`src/rtl/qpu_exu_qiu_evq_if.sv`:
```
// Event-queue handshake bundle: the write-back push channel and the timed issue channel.
// The master modport is the producer/consumer side; the slave modport is the queue itself.
interface qpu_exu_qiu_evq_if #(
    parameter int EDATA_W  = 64,
    parameter int OPRAND_W = 8,
    parameter int TIME_W   = 32
);
    logic                evq_i_valid;
    logic                evq_i_ready;
    logic [EDATA_W-1:0]  evq_i_edata;
    logic [OPRAND_W-1:0] evq_i_oprand;
    logic [TIME_W-1:0]   evq_i_tdata;

    logic                evq_o_valid;
    logic [EDATA_W-1:0]  evq_o_edata;
    logic [OPRAND_W-1:0] evq_o_oprand;
    logic [TIME_W-1:0]   evq_o_time;

    modport master (
        output evq_i_valid, evq_i_edata, evq_i_oprand, evq_i_tdata,
        input  evq_i_ready,
        input  evq_o_valid, evq_o_edata, evq_o_oprand, evq_o_time
    );

    modport slave (
        input  evq_i_valid, evq_i_edata, evq_i_oprand, evq_i_tdata,
        output evq_i_ready,
        output evq_o_valid, evq_o_edata, evq_o_oprand, evq_o_time
    );
endinterface

```
`src/rtl/qpu_exu_qiu_evq.sv`:
```
// Timed event queue: buffers events in arrival order and releases the head as a
// one-cycle strobe once the local timer reaches its timestamp.
module qpu_exu_qiu_evq #(
    parameter int EDATA_W  = 64,
    parameter int OPRAND_W = 8,
    parameter int TIME_W   = 32,
    parameter int DEPTH    = 8
) (
    input  logic                     clk,
    input  logic                     rst,
    qpu_exu_qiu_evq_if.slave         evq_if,
    input  logic                     evq_tmr_start,
    input  logic                     evq_tmr_stop,
    input  logic                     evq_flush,
    output logic [$clog2(DEPTH):0]   evq_count,
    output logic                     evq_late,
    output logic                     evq_busy
);
    localparam int PTR_W = $clog2(DEPTH);
    localparam int CNT_W = PTR_W + 1;
    localparam logic [CNT_W-1:0] DEPTH_C = CNT_W'(DEPTH);

    typedef enum logic {IDLE = 1'b0, RUN = 1'b1} state_t;

    state_t              state_q, state_d;
    logic [TIME_W-1:0]   timer_q, timer_d;
    logic [PTR_W-1:0]    wr_ptr_q, wr_ptr_d;
    logic [PTR_W-1:0]    rd_ptr_q, rd_ptr_d;
    logic [CNT_W-1:0]    count_q, count_d;
    logic                late_q, late_d;
    logic                o_valid_q, o_valid_d;
    logic [EDATA_W-1:0]  o_edata_q, o_edata_d;
    logic [OPRAND_W-1:0] o_oprand_q, o_oprand_d;
    logic [TIME_W-1:0]   o_time_q, o_time_d;

    // Entry storage carries no reset; occupancy and pointers define validity.
    logic [EDATA_W-1:0]  mem_edata_q  [DEPTH];
    logic [OPRAND_W-1:0] mem_oprand_q [DEPTH];
    logic [TIME_W-1:0]   mem_tdata_q  [DEPTH];

    logic                ready;
    logic                push;
    logic                issue;
    logic [EDATA_W-1:0]  head_edata;
    logic [OPRAND_W-1:0] head_oprand;
    logic [TIME_W-1:0]   head_tdata;

    assign head_edata  = mem_edata_q[rd_ptr_q];
    assign head_oprand = mem_oprand_q[rd_ptr_q];
    assign head_tdata  = mem_tdata_q[rd_ptr_q];

    assign ready = (count_q < DEPTH_C) & ~evq_flush;
    assign push  = evq_if.evq_i_valid & ready;
    // Flush suppresses the pop so a flushed head never reaches the trigger logic.
    assign issue = (state_q == RUN) & (count_q != '0) & (head_tdata <= timer_q) & ~evq_flush;

    always_comb begin
        state_d = state_q;
        timer_d = timer_q;
        if (evq_tmr_start) begin
            state_d = RUN;
            timer_d = '0;
        end else if (evq_tmr_stop) begin
            state_d = IDLE;
        end else if (state_q == RUN) begin
            timer_d = timer_q + TIME_W'(1);
        end
    end

    always_comb begin
        wr_ptr_d = wr_ptr_q;
        rd_ptr_d = rd_ptr_q;
        count_d  = count_q;
        late_d   = late_q;
        if (evq_flush) begin
            wr_ptr_d = '0;
            rd_ptr_d = '0;
            count_d  = '0;
            late_d   = 1'b0;
        end else begin
            if (push)
                wr_ptr_d = wr_ptr_q + PTR_W'(1);
            if (issue)
                rd_ptr_d = rd_ptr_q + PTR_W'(1);
            count_d = count_q + CNT_W'(push) - CNT_W'(issue);
            if (issue && (head_tdata < timer_q))
                late_d = 1'b1;
        end
    end

    always_comb begin
        o_valid_d  = issue;
        o_edata_d  = o_edata_q;
        o_oprand_d = o_oprand_q;
        o_time_d   = o_time_q;
        if (issue) begin
            o_edata_d  = head_edata;
            o_oprand_d = head_oprand;
            o_time_d   = timer_q;
        end
    end

    always_ff @(posedge clk or posedge rst) begin
        if (rst) begin
            state_q    <= IDLE;
            timer_q    <= '0;
            wr_ptr_q   <= '0;
            rd_ptr_q   <= '0;
            count_q    <= '0;
            late_q     <= 1'b0;
            o_valid_q  <= 1'b0;
            o_edata_q  <= '0;
            o_oprand_q <= '0;
            o_time_q   <= '0;
        end else begin
            state_q    <= state_d;
            timer_q    <= timer_d;
            wr_ptr_q   <= wr_ptr_d;
            rd_ptr_q   <= rd_ptr_d;
            count_q    <= count_d;
            late_q     <= late_d;
            o_valid_q  <= o_valid_d;
            o_edata_q  <= o_edata_d;
            o_oprand_q <= o_oprand_d;
            o_time_q   <= o_time_d;
        end
    end

    always_ff @(posedge clk) begin
        if (push) begin
            mem_edata_q[wr_ptr_q]  <= evq_if.evq_i_edata;
            mem_oprand_q[wr_ptr_q] <= evq_if.evq_i_oprand;
            mem_tdata_q[wr_ptr_q]  <= evq_if.evq_i_tdata;
        end
    end

    assign evq_if.evq_i_ready  = ready;
    assign evq_if.evq_o_valid  = o_valid_q;
    assign evq_if.evq_o_edata  = o_edata_q;
    assign evq_if.evq_o_oprand = o_oprand_q;
    assign evq_if.evq_o_time   = o_time_q;

    assign evq_count = count_q;
    assign evq_late  = late_q;
    assign evq_busy  = (state_q == RUN) | (count_q != '0);
endmodule

```
`src/flat_wrapper.sv`:
```
// flat-port wrapper written by rule: the top's interface ports become plain ports
module qpu_exu_qiu_evq_flat 
#(
    parameter int EDATA_W  = 64,
    parameter int OPRAND_W = 8,
    parameter int TIME_W   = 32,
    parameter int DEPTH    = 8
)
  (clk, rst, evq_tmr_start, evq_tmr_stop, evq_flush, evq_count, evq_late, evq_busy, evq_if_evq_i_valid, evq_if_evq_i_edata, evq_if_evq_i_oprand, evq_if_evq_i_tdata, evq_if_evq_i_ready, evq_if_evq_o_valid, evq_if_evq_o_edata, evq_if_evq_o_oprand, evq_if_evq_o_time);
  qpu_exu_qiu_evq_if #(.EDATA_W(EDATA_W), .OPRAND_W(OPRAND_W), .TIME_W(TIME_W)) evq_if_i ();
  input  logic clk;
  input  logic rst;
  input  logic evq_tmr_start;
  input  logic evq_tmr_stop;
  input  logic evq_flush;
  output logic [$clog2(DEPTH):0] evq_count;
  output logic evq_late;
  output logic evq_busy;
  input wire logic [$bits(evq_if_i.evq_i_valid)-1:0] evq_if_evq_i_valid;
  input wire logic [$bits(evq_if_i.evq_i_edata)-1:0] evq_if_evq_i_edata;
  input wire logic [$bits(evq_if_i.evq_i_oprand)-1:0] evq_if_evq_i_oprand;
  input wire logic [$bits(evq_if_i.evq_i_tdata)-1:0] evq_if_evq_i_tdata;
  output wire logic [$bits(evq_if_i.evq_i_ready)-1:0] evq_if_evq_i_ready;
  output wire logic [$bits(evq_if_i.evq_o_valid)-1:0] evq_if_evq_o_valid;
  output wire logic [$bits(evq_if_i.evq_o_edata)-1:0] evq_if_evq_o_edata;
  output wire logic [$bits(evq_if_i.evq_o_oprand)-1:0] evq_if_evq_o_oprand;
  output wire logic [$bits(evq_if_i.evq_o_time)-1:0] evq_if_evq_o_time;
  assign evq_if_i.evq_i_valid = evq_if_evq_i_valid;
  assign evq_if_i.evq_i_edata = evq_if_evq_i_edata;
  assign evq_if_i.evq_i_oprand = evq_if_evq_i_oprand;
  assign evq_if_i.evq_i_tdata = evq_if_evq_i_tdata;
  assign evq_if_evq_i_ready = evq_if_i.evq_i_ready;
  assign evq_if_evq_o_valid = evq_if_i.evq_o_valid;
  assign evq_if_evq_o_edata = evq_if_i.evq_o_edata;
  assign evq_if_evq_o_oprand = evq_if_i.evq_o_oprand;
  assign evq_if_evq_o_time = evq_if_i.evq_o_time;
  qpu_exu_qiu_evq #(.EDATA_W(EDATA_W), .OPRAND_W(OPRAND_W), .TIME_W(TIME_W), .DEPTH(DEPTH)) u_core (.clk(clk), .rst(rst), .evq_if(evq_if_i), .evq_tmr_start(evq_tmr_start), .evq_tmr_stop(evq_tmr_stop), .evq_flush(evq_flush), .evq_count(evq_count), .evq_late(evq_late), .evq_busy(evq_busy));
endmodule
```
`config.mk`:
```
export PLATFORM = sky130hd
export DESIGN_NAME = qpu_exu_qiu_evq_flat
export DESIGN_NICKNAME = d
export VERILOG_FILES = /design/src/rtl/qpu_exu_qiu_evq_if.sv /design/src/rtl/qpu_exu_qiu_evq.sv /design/src/flat_wrapper.sv
export SDC_FILE = /design/constraint.sdc
export NUM_CORES = 1
export LEC_CHECK = 0
export CORE_UTILIZATION = 45
export DETAILED_ROUTE_END_ITERATION = 12
export DONT_BUFFER_PORTS = 1
export PLACE_DENSITY_LB_ADDON = 0.1
export SETUP_SLACK_MARGIN = 0.02
export SYNTH_ARGS = -nofsm -noshare
export SYNTH_HDL_FRONTEND = slang
export SYNTH_SLANG_ARGS = --single-unit
```
`constraint.sdc`:
```
create_clock -name clk -period 11.45 [get_ports clk]
set_input_delay 1.145 -clock clk [delete_from_list [all_inputs] [get_ports clk]]
set_output_delay 1.145 -clock clk [all_outputs]
set_load 0.1 [all_outputs]
```
==> flow_summary.ini, run 1 <==
[drt]
ant_nets = 0
dr_total_vias = 17880
vias_per_cell = 5.467
post_drt_wl_per_cell_um = 25.53
drc = 0
dr.pass1.iters = 5
first_iter_violations = 1100
finalWirelength_mm = 83.50

[timing]
hold_viol_final = 0
fmax_mhz = 148.2
tns_ps = 0
skew_ps = 19.04
setup_violations = 0
min_period_ps = 6749
worstMarginPinSlew_ps = 1127
slew_viol_final = 0
post-route-period-util = 0.5895
rsz0062_at_grt = false
max_slew_margin = 0.2486

[power_and_ir_drop]
power_density_nw_per_um2 = 243.9
peakVddDrop_mv = 0.1850
p_leak_uw = 0.01457

[clock_network]
ctsHoldBuffers = 0
cts_max_level = 3
clock_path_buffers = 3
cts_root_buffer = clkbuf_16
cts_setup_buffers = 0
path_clk_slew_ps = 60
post_cts_resized = 0
cts_tree = done
cts_inserted_buffers = 104
clock-sinks = 981
clk_latency_ps = 660

[grt]
overflow = 0
antenna_found_initial = 2
grtUsageTotal = 0.1988
grt_max_degree = 155
first_global_vias = 19630
grt_pass1_wl_mm = 125.4

[die]
fp.dieH_um = 293.2
ios = 222
start_util = 0.4552
num_rows = 106
fp.dieW_um = 293.2
dieArea_sq_um = 85960
core_area_sq_um = 83820

[logic_synthesis]
synth.yosys.seq_area_share = 0.7525
netlist.area_leader.share = 0.6548
syn_nets = 2146
synth_top_cells_by_count = edfxtp_1 (832), nand2_1 (335), mux4_2 (208)
async_flop_share = 0.1519
synthFlopType = edfxtp_1
avgSynthCellArea_sq_um = 19.13
synth_edf_count = 832
syn_area_sq_um = 38160
yosysWarnings = 0
synth_most_common_cell = edfxtp_1
ys_seq_elements = 981
yosys.area.top_type = edfxtp_1
syn_inst = 1995
ys_types = 48
ys_top_cells_by_area = edfxtp_1 (65%), mux4_2 (12%), dfrtp_1 (9.8%), nand2_1 (3.3%), mux2_2 (1.7%)

[setup_path]
path_class = reg -> reg
max_stage_delay_ps = 1150
crit_path_max_fanout = 66
path_cells = buf_4 > mux4_2 > nand2_1 > nand2_1 > ha_1 > nand4_1 > or4_4 > nor4b_4 > a21oi_1 > a211oi_4 > buf_4 > buf_4 > mux2_2
crit_required_ps = 11980
crit_top_cell = buf_4
crit_arrival_ps = 7280
critPathTopFamily = buffers and inverters
startpoint_type = flip-flop
worstSetupEndpointType = flip-flop
cp.buffers_inverters = 3
slowest_stage = dfrtp_4

[cells_and_area]
finalNonFillerCells = 3270
drive_gt1_frac = 0.2313
nets = 2196
area_delta_synth_final_pct = 13.07
antennaDiodeCount = 0
n_fill_cell = 6789

[worst_hold_path]
hold_class = reg -> reg

[placement]
io_buffers = 0
place_inst = 3073
dp_hpwl_mm = 44.79
place_congestion = 0.7278

[run_status]
status = complete, no violations

[run]
max_cap_violations = 0
## registers in the layout, summed over array words and instances (netlist names)
name	count
u_core.mem_edata_q	512
u_core.mem_tdata_q	256
u_core.evq_if.evq_o_edata	64
u_core.mem_oprand_q	64
u_core.evq_if.evq_o_time	32
u_core.timer_q	32
u_core.evq_if.evq_o_oprand	8
u_core.evq_count	4
u_core.rd_ptr_q	3
u_core.wr_ptr_q	3
u_core.evq_if.evq_o_valid	1
u_core.evq_late	1
u_core.state_q	1
## worst register-to-register path, delay by kind of cell (launching register included)
| family | cells | cell delay, ps |
|---|---|---|
| AOI/OAI and AO/OA | 2 | 330 |
| adders and majority gates | 1 | 290 |
| buffers and inverters | 3 | 2430 |
| DFF | 1 | 1150 |
| muxes | 2 | 1090 |
| and+or+nand+nor | 5 | 1330 |
## cell families after synthesis
logic type,after synthesis,share of synthesized area
XOR/XNOR,32,0.007345
buffers and inverters,130,0.01479
AO/OA/AOI/OAI,45,0.007345
multiplexers,315,0.1553
flip-flops,981,0.7525
adder cells (fa/ha/maj),41,0.01364
AND/OR/NAND/NOR,451,0.04915
## per-layer routing
layer,GRT usage,wire [um]
met1,0.2574,35180
met2,0.3370,41620
met3,0.05212,5479
met4,0.04510,1214
met5,0,0
## layout make-up
cell class,instances,area [sq um],share of cell area
clock buffer,148,3043,0.07053
clock inverter,49,604.3,0.01401
inverter,42,165.2,0.003828
multi-input combinational,884,8939,0.2072
sequential,981,28720,0.6657
tap,1134,1419,0.03288
timing repair buffer,32,252.7,0.005858
## worst paths after layout
kind | start | endpoint | slack [ps] | cells past startpoint
worst max-delay path | u_core.rd_ptr_q[0]$_DFFE_PP0P_ | u_core.evq_if.evq_o_edata[19]$_DFFE_PP0P_ | 4700 | 13
worst min-delay path | u_core.timer_q[8]$_DFFE_PP0P_ | u_core.evq_if.evq_o_time[8]$_DFFE_PP0P_ | 540 | 1
worst max register to register | u_core.rd_ptr_q[0]$_DFFE_PP0P_ | u_core.evq_if.evq_o_edata[19]$_DFFE_PP0P_ | 4700 | 13
worst min register to register | u_core.timer_q[8]$_DFFE_PP0P_ | u_core.evq_if.evq_o_time[8]$_DFFE_PP0P_ | 540 | 1
max in group asynchronous | rst | u_core.evq_if.evq_o_time[20]$_DFFE_PP0P_ | 9380 | 2
min in group asynchronous | rst | u_core.evq_if.evq_o_edata[63]$_DFFE_PP0P_ | 580 | 1
## power breakdown
group	switching (uW)	leakage, uW	internal [uW]
registers	1320	0.00944	4100
logic	828	0.00333	784
clock network	1370	0.00179	2120
## cells in the final DEF, fill, tap and decap left out, types with 3 or more instances in the layout
| master | Yosys | routed |
|---|---|---|
| edfxtp_1 | 832 | 832 |
| nand2_1 | 335 | 335 |
| mux4_2 | 208 | 208 |
| dfrtp_1 | 149 | 146 |
| clkbuf_16 | 0 | 108 |
| mux2_2 | 56 | 56 |
| nor2_1 | 49 | 42 |
| inv_1 | 41 | 40 |
| ha_1 | 40 | 40 |
| mux2_1 | 39 | 39 |
| xnor2_1 | 31 | 31 |
| buf_4 | 5 | 31 |
| a21oi_1 | 23 | 23 |
| clkbuf_1 | 51 | 21 |
| clkinv_2 | 0 | 20 |
| clkbuf_8 | 0 | 19 |
| nand4_1 | 16 | 16 |
| nand3_1 | 12 | 12 |
| bufinv_16 | 0 | 12 |
| mux2_4 | 10 | 10 |
| o21ai_0 | 9 | 9 |
| clkinv_1 | 1 | 8 |
| nor2b_1 | 7 | 7 |
| nand2b_1 | 6 | 6 |
| nor2_4 | 0 | 6 |
| and4_1 | 5 | 5 |
| nor3_1 | 7 | 5 |
| or3_1 | 4 | 4 |
| inv_6 | 0 | 3 |
| clkinvlp_4 | 0 | 3 |
| dfrtp_4 | 0 | 3 |
## through the flow
step                      instance area (sq um)  hold WS, ps  utilization  setup WS (ps)  power [uW]
after CTS                                 43150        510.3       0.5147           4442       10680
final                                     43150        543.2       0.5147           4701       10530
after detailed placement                  39500        534.6       0.4712           4482        7164
after global placement                    39500        526.0       0.4712           4598        7143
after floorplan                           38160        479.3            -           1939        6694
after global routing                      43150        521.9       0.5147           4091       10970
Power figures use the tool's default switching activity.
==> run 2, diff against run 1 <==
==> constraint.sdc (replaced) <==
create_clock -name clk -period 5.9 [get_ports clk]
set_input_delay 0.59 -clock clk [delete_from_list [all_inputs] [get_ports clk]]
set_output_delay 0.59 -clock clk [all_outputs]
set_load 0.1 [all_outputs]
==> flow_summary.ini, run 2 (synthesis results as in run 1) <==
[die]
start_util = 0.4552
fp.dieH_um = 293.2
ios = 222
dieArea_sq_um = 85960
num_rows = 106
core_area_sq_um = 83820
fp.dieW_um = 293.2

[setup_path]
reg2regPathDepth = 12
max_stage_delay_ps = 660
crit_arrival_ps = 5350
path_class = reg -> reg
rr_startpoint = u_core.rd_ptr_q[0]$_DFFE_PP0P_
r2r_slack_ps = 1070
slowest_stage = dfrtp_4
path_cells = buf_12 > mux4_2 > nand2_1 > nand2_1 > ha_1 > a21oi_1 > o21ai_0 > a221oi_1 > nand3_1 > a211oi_4 > buf_12 > mux2_2
cp.buffers_inverters = 2
critPathTopFamily = compound AO/OA/AOI/OAI gates
worstSetupEndpointType = flip-flop
crit_path_max_fanout = 105
startpoint_type = flip-flop
crit_required_ps = 6420
timing.rr.end = u_core.evq_if.evq_o_edata[15]$_DFFE_PP0P_

[cells_and_area]
largest_register_ffs = 512
mostFrequentLayoutCells = edfxtp_1 (832), nand2_1 (335), mux4_2 (208)
n_fill_cell = 6725
reg.largest.list = u_core.mem_edata_q: 512 flops, u_core.mem_tdata_q: 256 flops
final_util = 0.5270
area_delta_synth_final_pct = 15.77
largest_register = u_core.mem_edata_q
drive_gt1_frac = 0.2194
final_common_cell = edfxtp_1
nets = 2307

[clock_network]
clk_latency_ps = 650
cts_setup_buffers = 0
clock-sinks = 981
ctsHoldBuffers = 102
clock_path_buffers = 3
cts_root_buffer = clkbuf_16
cts_inserted_buffers = 103
cts_tree = done
cts_max_level = 3
post_cts_resized = 0
path_clk_slew_ps = 60

[timing]
tns_ps = 0
worstMarginPinSlew_ps = 1097
rsz0062_at_grt = false
hold_viol_final = 0
slew_viol_final = 0
skew_ps = 27.34
setup_violations = 0
post-route-period-util = 0.8194
fmax_mhz = 206.8
holdWs_ps = 45.92
min_period_ps = 4835
worst_slack_ps = 1065
max_slew_margin = 0.2683

[power_and_ir_drop]
power.total_uw = 20300
power_frac_comb = 0.170
power_density_nw_per_um2 = 459.5
peakVddDrop_mv = 0.3997
p_clk_frac = 0.321
power.internal_uw = 13450
p_leak_uw = 0.01497
swShare = 0.3375
p_seq_frac = 0.510
p_switching_uw = 6850

[drt]
dr.pass1.iters = 5
finalWirelength_mm = 84.06
first_iter_violations = 950
drc = 0
vias_per_cell = 5.459
post_drt_wl_per_cell_um = 24.85
dr_total_vias = 18470
ant_nets = 0

[worst_hold_path]
hold-path-cell-count = 0
hold_path_startpoint = evq_if_evq_i_edata[51]
whs_endpoint = u_core.mem_edata_q[3][51]$_DFFE_PP_
hold_class = in -> reg

[run_status]
status = complete, no violations

[grt]
grtUsageTotal = 0.1990
antenna_found_initial = 5
first_global_vias = 19620
grt_max_degree = 106
overflow = 0
grt_pass1_wl_mm = 126.3

[placement]
pre_cts_ws_ps = 1022
dp_hpwl_mm = 44.61
place_congestion = 0.7789
io_buffers = 0

[run]
max_cap_violations = 0
## run 2: changes by cell type in the layout (fill, tap and decap cells not counted), sizes merged
cell | previous run | this run
bufinv | 12 | 8
inv | 45 | 48
diode | 0 | 2
buf | 32 | 43
clkinvlp | 3 | 1
clkinv | 31 | 22
dlygate4sd3 | 0 | 101
clkbuf | 148 | 159
## run 2: worst max-delay path by stage
stage                                   start                                         to  slack, ps  depth (start not counted)
6_report       u_core.rd_ptr_q[0]$_DFFE_PP0P_  u_core.evq_if.evq_o_edata[15]$_DFFE_PP0P_       1070                         12
5_1_grt        u_core.rd_ptr_q[0]$_DFFE_PP0P_              u_core.evq_count[1]$_DFF_PP0_        750                         16
4_1_cts        u_core.rd_ptr_q[0]$_DFFE_PP0P_  u_core.evq_if.evq_o_edata[15]$_DFFE_PP0P_        990                         12
3_5_place_dp   u_core.rd_ptr_q[0]$_DFFE_PP0P_   u_core.evq_if.evq_o_edata[5]$_DFFE_PP0P_       1020                         12
3_3_place_gp   u_core.rd_ptr_q[0]$_DFFE_PP0P_  u_core.evq_if.evq_o_edata[14]$_DFFE_PP0P_       1080                         11
2_1_floorplan   u_core.evq_count[3]$_DFF_PP0_         u_core.mem_edata_q[6][0]$_DFFE_PP_       -540                          4
## run 2: power by group through the flow
stage,combinational [uW],sequential [uW],clock [uW]
global route,3830,10400,6930
detailed placement,3420,10500,0
global placement,3390,10500,0
CTS,3560,10400,6680
floorplan,2600,10400,0
finish,3440,10300,6510
## run 2: metrics by stage
stage	std cells	instance area, sq um
2_1_floorplan	1995	38170
3_3_place_gp	3083	39670
3_5_place_dp	3083	39670
4_1_cts	3381	44170
5_1_grt	3382	44170
6_report	3383	44170
## run 2: cell type report
cell class / instances / area [sq um] / share of cell area
sequential: 981 / 28720 / 0.6502
multi-input combinational: 884 / 8951 / 0.2026
clock buffer: 159 / 3030 / 0.06860
timing repair buffer: 144 / 1446 / 0.03274
tap: 1134 / 1419 / 0.03212
clock inverter: 37 / 434.2 / 0.009828
inverter: 42 / 165.2 / 0.003739
antenna: 2 / 5.005 / 0.0001133
## run 2: metal layers
layer / global-route usage / routed length [um]
met4: 0.04992 / 1619
met2: 0.3293 / 41450
met5: 0 / 29
met3: 0.04349 / 4652
met1: 0.2688 / 36320
## run 2: worst register-to-register path, delay by kind of cell, from the launching register on
kind	cells	cell delay (ps)
AO/OA/AOI/OAI	4	1180
flip-flops	1	660
AND/OR/NAND/NOR	3	500
multiplexers	2	1060
adder cells (fa/ha/maj)	1	320
buffers and inverters	2	980
==> run 3, diff against run 2 <==
==> constraint.sdc (replaced) <==
create_clock -name clk -period 4.9 [get_ports clk]
set_input_delay 0.49 -clock clk [delete_from_list [all_inputs] [get_ports clk]]
set_output_delay 0.49 -clock clk [all_outputs]
set_load 0.1 [all_outputs]
==> flow_summary.ini, run 3 (synthesis results as in run 1) <==
[setup_path]
critPathTopFamily = simple AND/OR/NAND/NOR gates
path_class = reg -> reg
worstSetupEndpointType = flip-flop
startpoint_type = flip-flop
crit_required_ps = 5430
slowest_stage = or4_4
path_cells = buf_12 > mux4_2 > nand2_1 > nand2_1 > ha_1 > nand4_1 > or4_4 > nor4b_4 > a21oi_1 > a211oi_4 > buf_12 > mux2_2
crit_path_max_fanout = 105
cp.buffers_inverters = 2
crit_arrival_ps = 4990
max_stage_delay_ps = 620

[power_and_ir_drop]
p_leak_uw = 0.01510
peakVddDrop_mv = 0.3351
power_density_nw_per_um2 = 552.1

[drt]
post_drt_wl_per_cell_um = 24.73
vias_per_cell = 5.376
dr_total_vias = 18310
dr.pass1.iters = 5
ant_nets = 0
finalWirelength_mm = 84.21
drc = 0
first_iter_violations = 864

[worst_hold_path]
hold_class = in -> reg

[die]
start_util = 0.4552
core_area_sq_um = 83820
fp.dieH_um = 293.2
num_rows = 106
dieArea_sq_um = 85960
fp.dieW_um = 293.2
ios = 222

[grt]
grt_max_degree = 106
met3_usage = 0.04402
overflow = 0
gr-usage-met2 = 0.3396
use_met1 = 0.2626
antenna_found_initial = 15
first_global_vias = 19930
grtUsageTotal = 0.2000
grt_pass1_wl_mm = 127.3
busiest_layer = met2

[cells_and_area]
drive_gt1_frac = 0.2269
mostFrequentLayoutCells = edfxtp_1 (832), nand2_1 (335), mux4_2 (208)
nets = 2325
area_delta_synth_final_pct = 16.56
final_common_cell = edfxtp_1
largest_register_ffs = 512
fin_area_sq_um = 44480
finalNonFillerCells = 3405
reg.largest.list = u_core.mem_edata_q: 512 flops, u_core.mem_tdata_q: 256 flops
largest_register = u_core.mem_edata_q

[timing]
setup_violations = 0
rsz0062_at_grt = false
hold_viol_final = 0
max_slew_margin = 0.2955
skew_ps = 24.60
min_period_ps = 4462
worstMarginPinSlew_ps = 1056
slew_viol_final = 0
post-route-period-util = 0.9107
fmax_mhz = 224.1

[placement]
place_congestion = 0.7508
io_buffers = 0
dpl_cell_area_sq_um = 39850
place_inst = 3090
dp_hpwl_mm = 45.75

[clock_network]
post_cts_resized = 0
cts_root_buffer = clkbuf_16
path_clk_slew_ps = 60
clock_path_buffers = 3
cts_inserted_buffers = 104
cts_tree = done
cts_max_level = 3
clk_latency_ps = 660
clock-sinks = 981

[run_status]
status = complete, no violations

[run]
max_cap_violations = 0
==> run 3: power breakdown <==
part	total (uW)	switching, uW	internal [uW]
Combinational	4330	2330	2000
Sequential	12400	2800	9570
Clock	7850	3200	4650
==> run 3: metal layers <==
layer | vias up | wire, um
met5 | - | 82
met4 | 16 | 1427
met3 | 117 | 4175
met2 | 336 | 42750
met1 | 9717 | 35770
li1 | 8120 | -
==> run 3: what timing repair did <==
action | 4_1_cts | 5_1_grt
endpoints found under the setup margin | 0 | 2
setup buffers | 0 | 4
hold buffers | 108 | 0
endpoints found under the hold margin | 952 | 0
==> run 3: final cells by class <==
type	count	area, sq um
well taps	1134	1419
flip-flops and latches	981	28720
diodes	6	15.01
fillers	6805	39350
multi-input cells	884	8951
clock buffers	141	2914
repair buffers	161	1727
clock inverters	56	560.5
inverters	42	165.2
==> run 3: final timing paths <==
kind                                                      from  cells past startpoint                                         to  slack [ps]
worst max-delay path            u_core.rd_ptr_q[0]$_DFFE_PP0P_                     12  u_core.evq_if.evq_o_edata[14]$_DFFE_PP0P_         440
worst min-delay path                                 evq_flush                      2             u_core.rd_ptr_q[0]$_DFFE_PP0P_         100
worst max register to register  u_core.rd_ptr_q[0]$_DFFE_PP0P_                     12  u_core.evq_if.evq_o_edata[14]$_DFFE_PP0P_         440
worst min register to register  u_core.timer_q[31]$_DFFE_PP0P_                      1   u_core.evq_if.evq_o_time[31]$_DFFE_PP0P_         520
max in group asynchronous                                  rst                      3  u_core.evq_if.evq_o_edata[29]$_DFFE_PP0P_        3200
min in group asynchronous                                  rst                      2  u_core.evq_if.evq_o_edata[20]$_DFFE_PP0P_         470
==> run 3: metrics by stage <==
| stage | total power (uW) | setup slack (ps) | hold WS, ps | utilization | setup TNS [ps] |
|---|---|---|---|---|---|
| 6_report | 24550 | 437.6 | 102.4 | 0.5306 | 0 |
| 5_1_grt | 25590 | 188.2 | 80.08 | 0.5305 | 0 |
| 3_3_place_gp | 16760 | 318.1 | 496.0 | 0.4754 | 0 |
| 4_1_cts | 24850 | 219.9 | 57.34 | 0.5299 | 0 |
| 2_1_floorplan | 15620 | -1536 | 479.3 | - | -1195590 |
| 3_5_place_dp | 16820 | 226.0 | 499.0 | 0.4754 | 0 |
==> run 3: worst register-to-register path, cell delays in order (launching register included) <==
cell and delay, ps:
dfrtp_4 520, buf_12 240, mux4_2 530, nand2_1 80, nand2_1 80, ha_1 310
nand4_1 180, or4_4 620, nor4b_4 320, a21oi_1 130, a211oi_4 270, buf_12 610
mux2_2 470
